File: config.mk
export PLATFORM = sky130hd
export DESIGN_NAME = or_edge_capture_flat
export DESIGN_NICKNAME = d
export VERILOG_FILES = /design/src/rtl/or_cap_pkg.sv /design/src/rtl/or_edge_capture_if.sv /design/src/rtl/or_cap_fifo.sv /design/src/rtl/or_edge_capture.sv /design/src/flat_wrapper.sv
export SDC_FILE = /design/constraint.sdc
export NUM_CORES = 1
export LEC_CHECK = 0
export CORE_MARGIN = 5
export CORE_UTILIZATION = 57
export DETAILED_ROUTE_END_ITERATION = 10
export MAX_ROUTING_LAYER = met4
export PLACE_DENSITY_LB_ADDON = 0.05
export SYNTH_ARGS = -nofsm -noshare
export SYNTH_HDL_FRONTEND = slang
export SYNTH_SLANG_ARGS = --single-unit
export TNS_END_PERCENT = 20
File: constraint.sdc
create_clock -name clk -period 2.6 [get_ports clk]
set_clock_uncertainty 0.2 [all_clocks]
set_input_delay 0.52 -clock clk [delete_from_list [all_inputs] [get_ports clk]]
set_output_delay 0.52 -clock clk [all_outputs]
set_load 0.02 [all_outputs]
File: src/rtl/or_cap_pkg.sv
// Shared types and default parameters for the OR-gate edge capture block.
// Imported by the FIFO and the top level.
package or_cap_pkg;

  localparam int DEPTH_DEF        = 4;
  localparam int TS_W_DEF         = 8;
  localparam int MISMATCH_CYC_DEF = 2;

  typedef struct packed {
    logic                a;
    logic                b;
    logic [TS_W_DEF-1:0] stamp;
  } cap_rec_t;

  typedef enum logic {
    CHK_OK,
    CHK_RUN
  } chk_state_t;

endpackage

File: src/rtl/or_edge_capture_if.sv
// Record output handshake of the edge capture block.
// The master side presents the FIFO head; the slave side accepts it with out_ready.
interface or_edge_capture_if #(
  parameter int TS_W = or_cap_pkg::TS_W_DEF
) ();

  logic            out_valid;
  logic            out_ready;
  logic            out_a;
  logic            out_b;
  logic [TS_W-1:0] out_stamp;

  modport master (
    output out_valid,
    output out_a,
    output out_b,
    output out_stamp,
    input  out_ready
  );

  modport slave (
    input  out_valid,
    input  out_a,
    input  out_b,
    input  out_stamp,
    output out_ready
  );

endinterface

File: src/rtl/or_cap_fifo.sv
// Small synchronous FIFO of capture records with no write-to-read bypass.
// A push into a full FIFO is accepted only when a pop happens in the same cycle.
module or_cap_fifo
  import or_cap_pkg::*;
#(
  parameter int  DEPTH = DEPTH_DEF,
  parameter type T     = cap_rec_t
) (
  input  logic clk,
  input  logic rst,
  input  logic push,
  input  logic pop,
  input  T     din,
  output T     dout,
  output logic full,
  output logic empty
);

  localparam int          AW       = $clog2(DEPTH);
  localparam logic [AW:0] CNT_FULL = (AW+1)'(DEPTH);

  T              r_mem [DEPTH];
  logic [AW-1:0] r_wrPtr;
  logic [AW-1:0] r_rdPtr;
  logic [AW:0]   r_count;
  logic          w_doPush;
  logic          w_doPop;

  assign full     = (r_count == CNT_FULL);
  assign empty    = (r_count == '0);
  assign w_doPop  = pop & ~empty;
  assign w_doPush = push & (~full | w_doPop);
  assign dout     = r_mem[r_rdPtr];

  always_ff @(posedge clk or posedge rst) begin
    if (rst) begin
      r_wrPtr <= '0;
      r_rdPtr <= '0;
      r_count <= '0;
    end else begin
      if (w_doPush) r_wrPtr <= r_wrPtr + 1'b1;
      if (w_doPop)  r_rdPtr <= r_rdPtr + 1'b1;
      case ({w_doPush, w_doPop})
        2'b10:   r_count <= r_count + 1'b1;
        2'b01:   r_count <= r_count - 1'b1;
        default: r_count <= r_count;
      endcase
    end
  end

  // Storage carries no reset; its contents are only meaningful while not empty.
  always_ff @(posedge clk) begin
    if (w_doPush) r_mem[r_wrPtr] <= din;
  end

endmodule

File: src/rtl/or_edge_capture.sv
// Watches a 2-input OR gate: synchronises A, B, Y, records {A, B, timestamp} on each
// rising edge of Y, and keeps sticky overflow/mismatch flags plus a saturating edge count.
module or_edge_capture
  import or_cap_pkg::*;
#(
  parameter int DEPTH        = DEPTH_DEF,
  parameter int TS_W         = TS_W_DEF,
  parameter int MISMATCH_CYC = MISMATCH_CYC_DEF
) (
  input  logic                  clk,
  input  logic                  rst,
  input  logic                  a,
  input  logic                  b,
  input  logic                  y,
  input  logic                  clr,
  or_edge_capture_if.master     out_if,
  output logic [TS_W-1:0]       edge_count,
  output logic                  overflow,
  output logic                  mismatch
);

  localparam int          CW      = $clog2(MISMATCH_CYC + 1);
  localparam logic [CW-1:0] CNT_MAX = CW'(MISMATCH_CYC);
  localparam logic [CW-1:0] CNT_PRE = CW'(MISMATCH_CYC - 1);

  typedef struct packed {
    logic            a;
    logic            b;
    logic [TS_W-1:0] stamp;
  } rec_t;

  logic            r_aS1, r_aS2;
  logic            r_bS1, r_bS2;
  logic            r_yS1, r_yS2, r_yS3;
  logic [TS_W-1:0] r_ts;
  logic [TS_W-1:0] r_edgeCount;
  logic            r_overflow;
  logic            r_mismatch;
  chk_state_t      r_state;
  logic [CW-1:0]   r_runCnt;

  logic            w_edge;
  logic            w_pop;
  logic            w_full;
  logic            w_empty;
  logic            w_valid;
  logic            w_drop;
  logic            w_disagree;
  logic            w_mmHit;
  rec_t            w_din;
  rec_t            w_dout;

  always_ff @(posedge clk or posedge rst) begin
    if (rst) begin
      r_aS1 <= 1'b0;
      r_aS2 <= 1'b0;
      r_bS1 <= 1'b0;
      r_bS2 <= 1'b0;
      r_yS1 <= 1'b0;
      r_yS2 <= 1'b0;
      r_yS3 <= 1'b0;
      r_ts  <= '0;
    end else begin
      r_aS1 <= a;
      r_aS2 <= r_aS1;
      r_bS1 <= b;
      r_bS2 <= r_bS1;
      r_yS1 <= y;
      r_yS2 <= r_yS1;
      r_yS3 <= r_yS2;
      r_ts  <= r_ts + 1'b1;
    end
  end

  assign w_edge  = r_yS2 & ~r_yS3;
  assign w_din   = '{a: r_aS2, b: r_bS2, stamp: r_ts};
  assign w_valid = ~w_empty;
  assign w_pop   = w_valid & out_if.out_ready;
  assign w_drop  = w_edge & w_full & ~w_pop;

  or_cap_fifo #(
    .DEPTH (DEPTH),
    .T     (rec_t)
  ) u_fifo (
    .clk   (clk),
    .rst   (rst),
    .push  (w_edge),
    .pop   (w_pop),
    .din   (w_din),
    .dout  (w_dout),
    .full  (w_full),
    .empty (w_empty)
  );

  // Record fields are forced to zero when nothing is queued, so reset shows all-zero outputs.
  assign out_if.out_valid = w_valid;
  assign out_if.out_a     = w_dout.a & w_valid;
  assign out_if.out_b     = w_dout.b & w_valid;
  assign out_if.out_stamp = w_dout.stamp & {TS_W{w_valid}};

  // A same-cycle event beats clr, so a coincident edge leaves the count at 1.
  always_ff @(posedge clk or posedge rst) begin
    if (rst) begin
      r_edgeCount <= '0;
      r_overflow  <= 1'b0;
    end else begin
      if (w_edge) begin
        if (clr)                    r_edgeCount <= TS_W'(1);
        else if (r_edgeCount != '1) r_edgeCount <= r_edgeCount + 1'b1;
      end else if (clr) begin
        r_edgeCount <= '0;
      end
      if (w_drop)   r_overflow <= 1'b1;
      else if (clr) r_overflow <= 1'b0;
    end
  end

  assign w_disagree = r_yS2 != (r_aS2 | r_bS2);
  assign w_mmHit    = w_disagree &
                      ((r_state == CHK_OK) ? (MISMATCH_CYC == 1) : (r_runCnt == CNT_PRE));

  // Run-length filter: only disagreement lasting MISMATCH_CYC cycles counts as a real fault.
  always_ff @(posedge clk or posedge rst) begin
    if (rst) begin
      r_state    <= CHK_OK;
      r_runCnt   <= '0;
      r_mismatch <= 1'b0;
    end else begin
      case (r_state)
        CHK_OK: begin
          if (w_disagree) begin
            r_state  <= CHK_RUN;
            r_runCnt <= CW'(1);
          end
        end
        CHK_RUN: begin
          if (!w_disagree) begin
            r_state  <= CHK_OK;
            r_runCnt <= '0;
          end else if (r_runCnt != CNT_MAX) begin
            r_runCnt <= r_runCnt + 1'b1;
          end
        end
        default: begin
          r_state  <= CHK_OK;
          r_runCnt <= '0;
        end
      endcase
      if (w_mmHit)  r_mismatch <= 1'b1;
      else if (clr) r_mismatch <= 1'b0;
    end
  end

  assign edge_count = r_edgeCount;
  assign overflow   = r_overflow;
  assign mismatch   = r_mismatch;

endmodule

File: src/flat_wrapper.sv
// flat-port wrapper written by rule: the top's interface ports become plain ports
module or_edge_capture_flat import or_cap_pkg::*;
#(
  parameter int DEPTH        = DEPTH_DEF,
  parameter int TS_W         = TS_W_DEF,
  parameter int MISMATCH_CYC = MISMATCH_CYC_DEF
)
  (clk, rst, a, b, y, clr, edge_count, overflow, mismatch, out_if_out_valid, out_if_out_a, out_if_out_b, out_if_out_stamp, out_if_out_ready);
  or_edge_capture_if #(.TS_W(TS_W)) out_if_i ();
  input  logic clk;
  input  logic rst;
  input  logic a;
  input  logic b;
  input  logic y;
  input  logic clr;
  output logic [TS_W-1:0] edge_count;
  output logic overflow;
  output logic mismatch;
  output wire logic [$bits(out_if_i.out_valid)-1:0] out_if_out_valid;
  output wire logic [$bits(out_if_i.out_a)-1:0] out_if_out_a;
  output wire logic [$bits(out_if_i.out_b)-1:0] out_if_out_b;
  output wire logic [$bits(out_if_i.out_stamp)-1:0] out_if_out_stamp;
  input wire logic [$bits(out_if_i.out_ready)-1:0] out_if_out_ready;
  assign out_if_out_valid = out_if_i.out_valid;
  assign out_if_out_a = out_if_i.out_a;
  assign out_if_out_b = out_if_i.out_b;
  assign out_if_out_stamp = out_if_i.out_stamp;
  assign out_if_i.out_ready = out_if_out_ready;
  or_edge_capture #(.DEPTH(DEPTH), .TS_W(TS_W), .MISMATCH_CYC(MISMATCH_CYC)) u_core (.clk(clk), .rst(rst), .a(a), .b(b), .y(y), .clr(clr), .out_if(out_if_i), .edge_count(edge_count), .overflow(overflow), .mismatch(mismatch));
endmodule
==> results of run 1 <==
-- sequential cells by signal, indices dropped and copies added (netlist names) --
register,flops
u_core.u_fifo.r_wrPtr,2
u_core.u_fifo.r_rdPtr,2
u_core.r_bS1,1
u_core.r_bS2,1
u_core.r_yS3,1
u_core.r_yS2,1
u_core.u_fifo.r_count,3
u_core.r_aS1,1
u_core.edge_count,8
u_core.overflow,1
u_core.r_runCnt,2
u_core.r_ts,8
u_core.mismatch,1
u_core.r_yS1,1
u_core.r_aS2,1
u_core.u_fifo.r_mem,40
u_core.r_state,1
-- through the flow --
step,setup WS (ps),instance area (sq um),TNS [ps],power [uW]
floorplan,331,3150,0,2270
global placement,59.5,3560,0,2710
detailed placement,-38.9,3560,-38.9,2780
CTS,-13.0,3780,-33.6,3690
global route,-20.4,3740,-20.4,3820
finish,43.6,3740,0,3610
-- critical path, cell delays in order, from the launching register on --
cell             delay, ps
dfrtp_1                400
buf_6                  160
mux4_2                 490
and2_1                 160
clkdlybuf4s15_1        290
-- power breakdown --
group / switching, uW / internal [uW] / total [uW]
clock network: 398 / 564 / 961
registers: 69.5 / 1400 / 1470
logic: 622 / 559 / 1180
total: 1090 / 2520 / 3610
-- cell families after synthesis --
| family | share of synthesized area (%) |
|---|---|
| xor gates and xnor gates | 3.90 |
| adders and majority gates | 3.82 |
| and+or+nand+nor | 11.2 |
| AOI/OAI and AO/OA | 3.82 |
| DFF | 66.0 |
| muxes | 8.55 |
| buffers and inverters | 2.67 |
-- routing by layer --
| layer | up-vias | part of all wire (%) | GRT usage [%] |
|---|---|---|---|
| li1 | 861 | - | - |
| met1 | 916 | 44 | 21.3 |
| met2 | 50 | 51 | 28.8 |
| met3 | 8 | 3.6 | 3.14 |
| met4 | 0 | 1.8 | 9.50 |
| met5 | - | 0 | - |
-- final cells by class --
| cell class | instances | share of cell area (%) |
|---|---|---|
| Tap cell | 72 | 2.41 |
| Timing Repair Buffer | 40 | 8.82 |
| Clock inverter | 5 | 2.07 |
| Sequential cell | 75 | 55.5 |
| Clock buffer | 11 | 3.78 |
| Multi-Input combinational cell | 121 | 26.4 |
| Inverter | 10 | 1.00 |
-- layout by cell type, fill, tap and decap left out, types with 4 or more instances in the layout --
cell type and instances:
edfxtp_1 40, dfrtp_1 35, clkdlybuf4s50_1 17, nor2_1 13, xnor2_1 11, nand2_1 11, buf_4 11, inv_1 10
mux4_2 10, and2_1 10, clkbuf_8 10, clkbuf_2 9, ha_1 8, and3_1 7, nand3_1 6, a21oi_1 5
o21ai_0 4, nor2b_1 4
-- worst max path at each step --
stage	cells past startpoint	from	slack (ps)	to
2_1_floorplan	6	out_if_out_ready	330	u_core.u_fifo.r_count[2]$_DFFE_PP0P_
4_1_cts	4	u_core.u_fifo.r_rdPtr[0]$_DFFE_PP0N_	-10	out_if_out_stamp[0]
3_5_place_dp	6	out_if_out_ready	-40	u_core.u_fifo.r_count[2]$_DFFE_PP0P_
3_3_place_gp	6	out_if_out_ready	60	u_core.u_fifo.r_count[2]$_DFFE_PP0P_
6_report	4	u_core.u_fifo.r_rdPtr[0]$_DFFE_PP0N_	40	out_if_out_stamp[0]
5_1_grt	4	u_core.u_fifo.r_rdPtr[0]$_DFFE_PP0N_	-20	out_if_out_stamp[0]
==> impl_metrics.csv, run 1 <==
group,metric,value,unit
worst_setup_path,endpoint_kind,"primary output",
floorplanning,chipWidth,84.3,um
worst_hold_path,worst_hold_path.endpoint,"u_core.r_bS2$_DFF_PP0_",
cts,clock-sinks,75,
logic_synthesis,syn_area,3150,sq um
timing,holdWs,147,ps
cts,h-tree-depth,3,
worst_hold_path,hold_start,"u_core.r_bS1$_DFF_PP0_",
timing,rsz0062_at_grt,"yes",
detailed_routing,wl,5.56,mm
floorplanning,fp.dieArea,7100,sq um
timing,hold_viol_final,0,
final_layout,antenna_cells,0,
final_layout,instances_no_fill,334,
global_routing,grt_max_degree,36,
worst_setup_path,worst_ep_arrival_time,1840,ps
cts,clk_pin_slew,80,ps
timing,worstMarginPinSlew,563,ps
final_layout,multi_input_area,990,sq um
final_layout,drive_gt1_share,20.2,%
worst_setup_path,rrSetupSlack,200,ps
logic_synthesis,synthCells,214,
logic_synthesis,ys_warn_count,0,
detailed_routing,drc,0,
logic_synthesis,postSynthAreaPerCell,14.7,sq um
logic_synthesis,synth_most_common_cell,"edfxtp_1",
outcome,status,"finished clean",
detailed_routing,num_vias,1835,
timing,setup_viol,0,
final_layout,nets,273,
global_routing,grt_pass1_vias,1919,
cts,tritoncts,"yes",
worst_setup_path,r2r_start,"u_core.u_fifo.r_count[2]$_DFFE_PP0P_",
run,max_cap_viol_count,0,
power,p_leak,0.00148,uW
power,power_density,964,nW/um^2
detailed_routing,dr.first_iter.drc_count,97,
cts,post_cts_resized,19,
placement,gp_congestion,0.805,
worst_setup_path,setup.worst_path.class,"flip-flop to primary output",
worst_setup_path,worst-path-max-fanout,6,
floorplanning,fp-row-count,27,
cts,root_buffer,"clkbuf_8",
final_layout,area_delta_synth_final,19.0,%
floorplanning,ios,28,
logic_synthesis,ys_seq_elements,75,
final_layout,fillers,389,
power,max-vdd-ir-drop,0.552,mV
detailed_routing,ant_nets,0,
worst_setup_path,r2r_end,"u_core.u_fifo.r_count[2]$_DFFE_PP0P_",
cts,cts_buffers,9,
final_layout,regArea,2080,sq um
detailed_routing,avgViaCountPerCell,5.49,
global_routing,antenna_found_initial,0,
logic_synthesis,yosys-top-cells-count,"edfxtp_1, dfrtp_1, nor2_1",
detailed_routing,first_pass_iters,4,
logic_synthesis,async_reset_ff_share,46.7,%
timing,layout_min_cycle_time,2560,ps
worst_setup_path,required,1880,ps
cts,clk-insertion-delay-late,340,ps
cts,post-cts-setup-buffers,0,
final_layout,final_util,68.8,%
worst_setup_path,r2r_cells,7,
global_routing,grt_overflow,0,
worst_hold_path,hold_class,"flip-flop to flip-flop",
logic_synthesis,yosys.area.top_type,"edfxtp_1",
cts,cts_hold_buf,0,
timing,fmax,391,MHz
logic_synthesis,synth-edff-count,40,
logic_synthesis,ys_seq_area_share,66.0,%
placement,placed_cells,318,
floorplanning,start_util,57.8,%
timing,drv_slew,0,
detailed_routing,routedWlPerCell,16.6,um
global_routing,grt_pass1_wl,9.36,mm
logic_synthesis,synthFlopType,"edfxtp_1",
cts,ctsLongestPathBuffers,2,
worst_setup_path,critPathLaunchType,"flip-flop",
logic_synthesis,syn-num-nets,230,
floorplanning,die_h,84.3,um
logic_synthesis,synth_area_leaders,"edfxtp_1, dfrtp_1, mux4_2, ha_1, xnor2_1",
timing,finalCritPeriodShare,98.3,%
floorplanning,coreArea,5440,sq um
placement,place_hpwl,3.78,mm
logic_synthesis,synth_top_area_share,38.2,%
timing,max-slew-margin-rel,62.0,%
global_routing,grt_usage,17.8,%
placement,portBuffers,27,
worst_hold_path,hold_depth,0,
logic_synthesis,ys_types,39,
Power figures use the tool's default switching activity.
==> run 2: changes to the inputs <==
--- a/config.mk
+++ b/config.mk
@@ -6,7 +6,7 @@
 export NUM_CORES = 1
 export LEC_CHECK = 0
 export CORE_MARGIN = 5
-export CORE_UTILIZATION = 57
+export CORE_UTILIZATION = 60
 export DETAILED_ROUTE_END_ITERATION = 10
 export MAX_ROUTING_LAYER = met4
 export PLACE_DENSITY_LB_ADDON = 0.05
==> constraint.sdc (replaced) <==
create_clock -name clk -period 3.2 [get_ports clk]
set_clock_uncertainty 0.2 [all_clocks]
set_input_delay 0.64 -clock clk [delete_from_list [all_inputs] [get_ports clk]]
set_output_delay 0.64 -clock clk [all_outputs]
set_load 0.02 [all_outputs]
==> impl_metrics.csv, run 2 (synthesis results as in run 1) <==
group,metric,value,unit
outcome,status,"finished clean",
timing,setup-tns-final,0,ps
worst_hold_path,hold_depth,0,
global_routing,grt_max_degree,36,
worst_setup_path,required,2360,ps
power,clockPowerShare,26.4,%
worst_setup_path,critPathBufInv,1,
worst_hold_path,hold_start,"u_core.r_aS1$_DFF_PP0_",
worst_setup_path,r2r_cells,6,
cts,tritoncts,"yes",
final_layout,regArea,2080,sq um
final_layout,layout_common_cells,"edfxtp_1, dfrtp_1, clkdlybuf4s50_1",
cts,ctsLongestPathBuffers,2,
power,switching_share,29.4,%
cts,post-cts-setup-buffers,0,
detailed_routing,first_pass_iters,4,
floorplanning,fp.dieArea,6790,sq um
global_routing,grtUsageMet1,22.3,%
worst_setup_path,worst-path-stages,3,
worst_setup_path,setup.worst_path.class,"flip-flop to primary output",
worst_setup_path,cpLargestDelayFamily,"simple AND/OR/NAND/NOR gates",
timing,finalCritPeriodShare,94.6,%
power,p_int,2080,uW
final_layout,multi_input_area,985,sq um
global_routing,grt_usage,18.9,%
placement,gp_congestion,0.785,
final_layout,final_common_cell,"edfxtp_1",
timing,setup_viol,0,
timing,holdWs,160,ps
final_layout,fillers,340,
final_layout,regMostFlops,"u_core.u_fifo.r_mem",
final_layout,fin_area,3700,sq um
global_routing,grt_pass1_vias,1896,
cts,clk_pin_slew,70,ps
detailed_routing,drc,0,
timing,worstMarginPinSlew,749,ps
final_layout,area_delta_synth_final,17.5,%
floorplanning,coreArea,5110,sq um
floorplanning,die_h,82.4,um
detailed_routing,dr.first_iter.drc_count,96,
timing,drv_slew,0,
cts,h-tree-depth,3,
global_routing,antenna_found_initial,0,
global_routing,grt_pass1_wl,9.03,mm
worst_setup_path,endpoint_kind,"primary output",
timing,max-slew-margin-rel,50.0,%
power,max-vdd-ir-drop,0.433,mV
cts,clk-insertion-delay-late,340,ps
cts,cts_hold_buf,0,
timing,hold_viol_final,0,
cts,clock-sinks,75,
worst_setup_path,crit_chain,"or3_1 > and2_1 > clkdlybuf4s50_1",
worst_setup_path,critPathLaunchType,"flip-flop",
global_routing,top_usage_layer,"met2",
detailed_routing,routedWlPerCell,16.6,um
detailed_routing,wl,5.35,mm
global_routing,grtUsageMet3,4.56,%
timing,layout_min_cycle_time,3030,ps
placement,portBuffers,27,
worst_hold_path,hold_class,"flip-flop to flip-flop",
cts,post_cts_resized,0,
worst_setup_path,r2r_start,"u_core.u_fifo.r_count[2]$_DFFE_PP0P_",
power,power_density,797,nW/um^2
detailed_routing,avgViaCountPerCell,5.53,
power,p_switching,866,uW
power,pwr-share-comb,31.7,%
detailed_routing,ant_nets,0,
final_layout,largest_reg_flops,40,
floorplanning,ios,28,
worst_setup_path,worst_ep_arrival_time,2190,ps
worst_setup_path,worst-path-max-fanout,14,
run,max_cap_viol_count,0,
global_routing,grt_overflow,0,
cts,cts_buffers,9,
worst_setup_path,slowest_stage,"or3_1",
floorplanning,fp-row-count,26,
final_layout,nets,263,
global_routing,grt_use_met2,30.5,%
floorplanning,chipWidth,82.4,um
timing,fmax,330,MHz
worst_setup_path,max_stage_delay,620,ps
timing,rsz0062_at_grt,"no",
floorplanning,start_util,61.6,%
final_layout,drive_gt1_share,12.7,%
worst_setup_path,cp-startpoint,"u_core.u_fifo.r_count[2]$_DFFE_PP0P_",
placement,dpl_cell_area,3480,sq um
power,power_frac_seq,41.8,%
final_layout,antenna_cells,0,
power,p_leak,0.00142,uW
cts,root_buffer,"clkbuf_8",
placement,place_hpwl,3.67,mm
detailed_routing,num_vias,1780,
==> run 2: power groups by stage <==
stage          Clock [uW]  Combinational (uW)  Sequential, uW
3_5_place_dp            0                 946            1250
3_3_place_gp            0                 917            1240
6_report              778                 934            1230
2_1_floorplan           0                 631            1220
4_1_cts               789                 948            1230
5_1_grt               833                1020            1250
==> run 2: layout make-up <==
cell class | count | share of cell area [%]
well taps | 70 | 2.37
repair buffers | 30 | 7.92
clock buffers | 11 | 3.82
flip-flops and latches | 75 | 56.2
inverters | 10 | 1.02
multi-input cells | 121 | 26.6
clock inverters | 5 | 2.06
==> run 2: path summary, 6_finish.rpt <==
check                      slack (ps)                                    to
min in group asynchronous         490        u_core.r_runCnt[0]$_DFFE_PP0P_
setup / recovery                  170                   out_if_out_stamp[3]
hold / removal                    160                u_core.r_aS2$_DFF_PP0_
setup reg to reg                  620  u_core.u_fifo.r_count[2]$_DFFE_PP0P_
max in group asynchronous        1970              u_core.r_ts[7]$_DFF_PP0_
hold reg to reg                   160                u_core.r_aS2$_DFF_PP0_
==> run 2: worst reg2reg max path, stage by stage (launching register included) <==
cell	delay [ps]
dfrtp_1	450
or3_1	620
nand3_1	220
fa_1	250
or2b_1	140
a21oi_1	80
or4_1	500
==> run 2: through the flow <==
stage,total power [uW],instances,util (%),setup WS [ps]
floorplan,1850,214,-,811
global placement,2160,306,68.1,386
detailed placement,2200,306,68.1,276
CTS,2970,322,72.4,168
global route,3110,322,72.4,98.0
finish,2940,322,72.4,174
==> run 2: metal layers <==
metal	up-vias	share of wire, %
li1	839	-
met1	875	42
met2	54	51
met3	12	4.5
met4	0	2.0
met5	-	0
==> run 3: changes to the inputs <==
--- a/config.mk
+++ b/config.mk
@@ -13,4 +13,4 @@
 export SYNTH_ARGS = -nofsm -noshare
 export SYNTH_HDL_FRONTEND = slang
 export SYNTH_SLANG_ARGS = --single-unit
-export TNS_END_PERCENT = 20
+export TNS_END_PERCENT = 5
==> results of run 3 <==
No change in the layout: final DEF, timing and power equal those of run 2.
